[config.mk]
export PLATFORM = sky130hd
export DESIGN_NAME = variable_filling_shift_reg
export DESIGN_NICKNAME = d
export VERILOG_FILES = /design/src/rtl/mapper_pkg.sv /design/src/rtl/bit_aligner.sv /design/src/rtl/variable_filling_shift_reg.sv
export SDC_FILE = /design/constraint.sdc
export NUM_CORES = 1
export LEC_CHECK = 0
export ABC_CLOCK_PERIOD_IN_PS = 5000
export CAP_MARGIN = 20
export CORE_AREA = 3 3 76 78
export DETAILED_ROUTE_END_ITERATION = 7
export DIE_AREA = 0 0 79 81
export PLACE_DENSITY_LB_ADDON = 0.2
export SKIP_CTS_REPAIR_TIMING = 1
export SYNTH_ARGS = -nofsm -noshare
export SYNTH_HDL_FRONTEND = slang
export SYNTH_SLANG_ARGS = --single-unit
[constraint.sdc]
create_clock -name clk -period 5 [get_ports clk]
set_input_delay 1 -clock clk [delete_from_list [all_inputs] [get_ports clk]]
set_output_delay 1 -clock clk [all_outputs]
set_load 0.03 [all_outputs]
[src/rtl/mapper_pkg.sv]
// Shared defaults for the mapper datapath: window width, FIFO word width and
// the bit-buffer sizing rule used by variable_filling_shift_reg.
package mapper_pkg;

   localparam int DEFAULT_MAPPER_PARALLELISM = 8;
   localparam int DEFAULT_IN_WIDTH           = 8;

   // One word may land while up to MAPPER_PARALLELISM-1 bits are still buffered.
   function automatic int calc_buf_w(input int parallelism, input int in_width);
      return parallelism - 1 + in_width;
   endfunction

endpackage

[src/rtl/bit_aligner.sv]
// Combinational core of the bit buffer: drops the oldest 'shift' bits, then
// ORs an incoming word in at bit position ins_pos.
module bit_aligner
   import mapper_pkg::*;
#(
   parameter  int MAPPER_PARALLELISM = DEFAULT_MAPPER_PARALLELISM,
   parameter  int IN_WIDTH           = DEFAULT_IN_WIDTH,
   localparam int BUF_W              = calc_buf_w(MAPPER_PARALLELISM, IN_WIDTH),
   localparam int OCC_W              = $clog2(BUF_W + 1),
   localparam int CW                 = $clog2(MAPPER_PARALLELISM + 1)
) (
   input  logic [BUF_W-1:0]    buf_in,
   input  logic [CW-1:0]       shift,
   input  logic                ins_en,
   input  logic [OCC_W-1:0]    ins_pos,
   input  logic [IN_WIDTH-1:0] ins_data,
   output logic [BUF_W-1:0]    buf_out
);

   logic [BUF_W-1:0] shifted;
   logic [BUF_W-1:0] ins_word;

   // Bits above the occupancy are always zero, so a plain OR performs the append.
   always_comb begin
      shifted  = buf_in >> shift;
      ins_word = '0;
      if (ins_en) begin
         ins_word = BUF_W'(ins_data) << ins_pos;
      end
      buf_out = shifted | ins_word;
   end

endmodule

[src/rtl/variable_filling_shift_reg.sv]
// Bit-level FIFO refilled from a word FIFO; b shows the oldest MAPPER_PARALLELISM bits.
// Define VFSR_FLUSH_EN to add a synchronous flush input.
module variable_filling_shift_reg
   import mapper_pkg::*;
#(
   parameter  int MAPPER_PARALLELISM = DEFAULT_MAPPER_PARALLELISM,
   parameter  int IN_WIDTH           = DEFAULT_IN_WIDTH,
   localparam int BUF_W              = calc_buf_w(MAPPER_PARALLELISM, IN_WIDTH),
   localparam int OCC_W              = $clog2(BUF_W + 1),
   localparam int CW                 = $clog2(MAPPER_PARALLELISM + 1)
) (
   input  logic                          clk,
   input  logic                          reset,
   input  logic [IN_WIDTH-1:0]           fifo_data,
   input  logic                          fifo_empty,
   output logic                          data_in_fifo_rd_req,
   input  logic [CW-1:0]                 c,
   input  logic                          consume,
`ifdef VFSR_FLUSH_EN
   input  logic                          flush,
`endif
   output logic [MAPPER_PARALLELISM-1:0] b,
   output logic                          b_valid,
   output logic [OCC_W-1:0]              occupancy
);

   localparam logic [OCC_W-1:0] P_OCC  = OCC_W'(MAPPER_PARALLELISM);
   localparam logic [OCC_W-1:0] IN_OCC = OCC_W'(IN_WIDTH);
   localparam logic [CW-1:0]    P_CW   = CW'(MAPPER_PARALLELISM);

   logic [BUF_W-1:0] buf_q, buf_d, aligned;
   logic [OCC_W-1:0] occ_q, occ_d, occ_after;
   logic [OCC_W-1:0] inflight_q, inflight_d;
   logic             arrive_q, arrive_d;
   logic             b_valid_q, b_valid_d;
   logic             accept;
   logic [CW-1:0]    c_clamp, c_eff;
   logic [31:0]      projected;
   logic             rd_req;
   logic             flush_i;

`ifdef VFSR_FLUSH_EN
   assign flush_i = flush;
`else
   assign flush_i = 1'b0;
`endif

   bit_aligner #(
      .MAPPER_PARALLELISM (MAPPER_PARALLELISM),
      .IN_WIDTH           (IN_WIDTH)
   ) u_bit_aligner (
      .buf_in   (buf_q),
      .shift    (c_eff),
      .ins_en   (arrive_q),
      .ins_pos  (occ_after),
      .ins_data (fifo_data),
      .buf_out  (aligned)
   );

   // Consume first, then append; reads are sized against what is already in flight.
   always_comb begin
      accept     = consume & b_valid_q;
      c_clamp    = (c > P_CW) ? P_CW : c;
      c_eff      = accept ? c_clamp : '0;
      occ_after  = occ_q - OCC_W'(c_eff);
      projected  = 32'(occ_after) + 32'(IN_WIDTH) * 32'(inflight_q);
      rd_req     = reset & ~fifo_empty & ~flush_i & (projected < 32'(MAPPER_PARALLELISM));
      arrive_d   = rd_req;
      inflight_d = inflight_q + OCC_W'(rd_req) - OCC_W'(arrive_q);
      occ_d      = occ_after + (arrive_q ? IN_OCC : '0);
      buf_d      = aligned;
      if (flush_i) begin
         occ_d = '0;
         buf_d = '0;
      end
      b_valid_d  = (occ_d >= P_OCC);
   end

   always_ff @(posedge clk or negedge reset) begin
      if (!reset) begin
         buf_q      <= '0;
         occ_q      <= '0;
         inflight_q <= '0;
         arrive_q   <= 1'b0;
         b_valid_q  <= 1'b0;
      end else begin
         buf_q      <= buf_d;
         occ_q      <= occ_d;
         inflight_q <= inflight_d;
         arrive_q   <= arrive_d;
         b_valid_q  <= b_valid_d;
      end
   end

   assign data_in_fifo_rd_req = rd_req;
   assign b                   = buf_q[MAPPER_PARALLELISM-1:0];
   assign b_valid             = b_valid_q;
   assign occupancy           = occ_q;

endmodule
==> reports/metrics.yaml <==
ys_async_sr_fraction_pct: 100
critical-path-slowest-cell: "clkdlybuf4s50_1"
report.final.setup_viol: 0
synth_ff_type: "dfrtp_1"
share_of_post_route_cells_with_drive_strength_above_1_pct: 14.0
grt.overflow.total: 0
gpl.final_weighted_congestion: 0.838
detail_route.first_pass.iterations: 4
max_freq_ghz: 0.208
synth_cells: 265
timing_max_transition_violations_final: 0
power.switching_uw: 791
fp.dieW_um: 79
detail_route.vias_per_cell: 5.78
post_synthesis_sequential_element_count: 24
synth_cell_types: 58
grt_start_max_net_pins: 26
first_global_vias: 1907
number_of_flops_mapped_to_enable_cells_by_yosys: 0
grt_pass1_wl_um: 9670
p_int_uw: 843
timing.reg2reg.worst_path_depth: 16
layout_common_cells: "clkdlybuf4s50_1, dfrtp_1, nand2_1"
final_design_area_no_fill_um2: 2710
area_leader_netlist: "dfrtp_1"
insertion_delay_ns: 0.28
area_growth_syn_to_layout_pct: 18.0
synth.avg_cell_area_um2: 8.68
ctsLongestPathBuffers: 2
synthesis.yosys.warnings: 0
max-slew-margin-rel_pct: 63.1
cp_slowest_stage_delay_ns: 0.48
worst-path-max-fanout: 8
placedCellCount: 351
p_comb_share_pct: 65.4
required_ns: 4.00
detailroute.via_count: 2052
tightest_slew_ns: 0.553
finalWorstSetupSlack_ns: 0.185
total_clock_sinks: 24
detail_route.drc_violations: 0
antenna-diode-count: 0
finish.cell_count_without_fillers: 355
place_hpwl_um: 4320
postPlaceCellArea_um2: 2630
path_class: "in -> out"
final_critical_path_time_including_i_o_delays_and_setup_ns: 4.81
routed_wl_um: 5780
cts_tree: "yes"
run_status: "complete, no violations"
timing.clock.skew_ns: 0.0190
drt-initial-drc-count: 207
power_density_nw_per_um2: 602
rsz0062_at_grt: "false"
cts_inserted_buffers: 3
clockRootBuffer: "clkbuf_8"
total_nets_after_synthesis: 294
netSwitchingFraction_pct: 48.4
start_util_pct: 44.7
dpl_worst_slack_ns: 0.0698
arrival_ns: 3.81
path_common_cell: "ha_1"
ioPinCount: 30
clk_transition_reported_paths_ns: 0.10
final_common_cell: "clkdlybuf4s50_1"
setup_total_negative_slack_ns: 0
detail-route-antenna-nets: 0
ctsHtreeMaxLevel: 1
crit_path_end_kind: "output pin"
cap_viol_max_count: 0
coreArea_um2: 5140
wl_per_cell_um: 16.3
max-vdd-ir-drop_mv: 0.389
timing.final.crit_share_pct: 96.3
die_height_um: 81
synth_top_cell_area_share_pct: 26.1
hold_depth: 2
syn_area_um2: 2300
placement_rows: 26
floorplan.die_area_um2: 6400
io_buffers: 29
start_kind: "primary input"
part_of_the_total_power_dissipated_in_the_clock_network_pct: 10.7
worstHoldPathType: "reg -> reg"
sequentialPowerShare_pct: 23.9
final-hold-violation-count: 0
grt_antenna_before_repair: 0
groute.usage.overall_pct: 18.7
synth.top_cells.by_area: "dfrtp_1, mux2i_1, ha_1"
synth.yosys.seq_area_share_pct: 26.1
fin_nets: 315
p_leak_uw: 0.00118
critical_path_cell_sequence: "clkdlybuf4s50_1 > and3b_1 > and2_4 > inv_4 > ha_1 > a21oi_2 > nand2_2 > xor2_4 > inv_4 > ha_1 > ha_1 > nor4b_2 > and3_1 > buf_4"
area by class of cell:
class	count	area [um2]
Tap cell	70	87.6
Sequential cell	24	601
Clock buffer	3	41.3
Clock inverter	1	30.0
Fill cell	527	2430
Inverter	20	80.1
Timing Repair Buffer	44	400
Multi-Input combinational cell	193	1470
per-layer routing:
layer | vias up | global-route usage [%] | share of wire, %
met1 | 967 | 25.9 | 48
met3 | 4 | 2.22 | 5.6
met2 | 63 | 31.8 | 46
li1 | 1018 | - | -
met5 | - | 0 | 0
met4 | 0 | 3.61 | 0.67
cell families after synthesis:
kind of cell / share of synthesized area (%)
compound gates: 23.9
simple gates: 16.0
buf+inv: 10.5
mux: 12.6
flops: 26.1
fa+ha+maj: 7.73
xor+xnor: 3.10
metrics by stage:
stage / power (uW) / hold WS (ns) / util (%)
after CTS: 1620 / 0.642 / 52.5
after global placement: 1430 / 0.588 / 51.1
after floorplan: 1170 / 0.532 / -
after detailed placement: 1440 / 0.625 / 51.1
final: 1630 / 0.642 / 52.8
after global routing: 1770 / 0.668 / 52.8
Yosys cell counts, types with 4 or more instances:
master     n
nand3_1   12
o211ai_1   6
nand2_1   22
a21oi_1   14
mux2_2     6
a31oi_1    4
clkbuf_1   8
and2_1     4
o221ai_1   5
inv_1     18
nor2_1     9
buf_2      6
dfrtp_1   24
a211oi_1   9
mux2i_1   20
o22ai_1    4
o21ai_0   13
buf_4     11
nor3_1     4
ha_1      11
path summary, 6_finish.rpt:
check,start,to,slack (ns)
max,consume,data_in_fifo_rd_req,0.19
min,inflight_q[3]$_DFF_PN0_,inflight_q[3]$_DFF_PN0_,0.64
max reg2reg,b_valid$_DFF_PN0_,inflight_q[2]$_DFF_PN0_,1.41
min reg2reg,inflight_q[3]$_DFF_PN0_,inflight_q[3]$_DFF_PN0_,0.64
max in group asynchronous,reset,buf_q[10]$_DFF_PN0_,3.65
min in group asynchronous,reset,inflight_q[2]$_DFF_PN0_,1.07
power by group through the flow:
stage                     Combinational (uW)  Clock [uW]  Sequential, uW
after global placement                  1040           0             392
after CTS                               1050         178             391
after floorplan                          787           0             384
after detailed placement                1050           0             395
final                                   1070         175             390
after global routing                    1170         185             406
critical path: cells and delay by family:
| kind | cells | cell delay, ns |
|---|---|---|
| simple gates | 5 | 0.90 |
| fa+ha+maj | 3 | 0.80 |
| xor+xnor | 1 | 0.20 |
| compound gates | 1 | 0.16 |
| buf+inv | 4 | 0.76 |
state kept, by name (all words and copies together), names as in the netlist:
register and flops:
buf_q 15, inflight_q 4, b_valid 1, arrive_q 1, occupancy 3
Note: power is estimated with default switching activity, not from simulation.
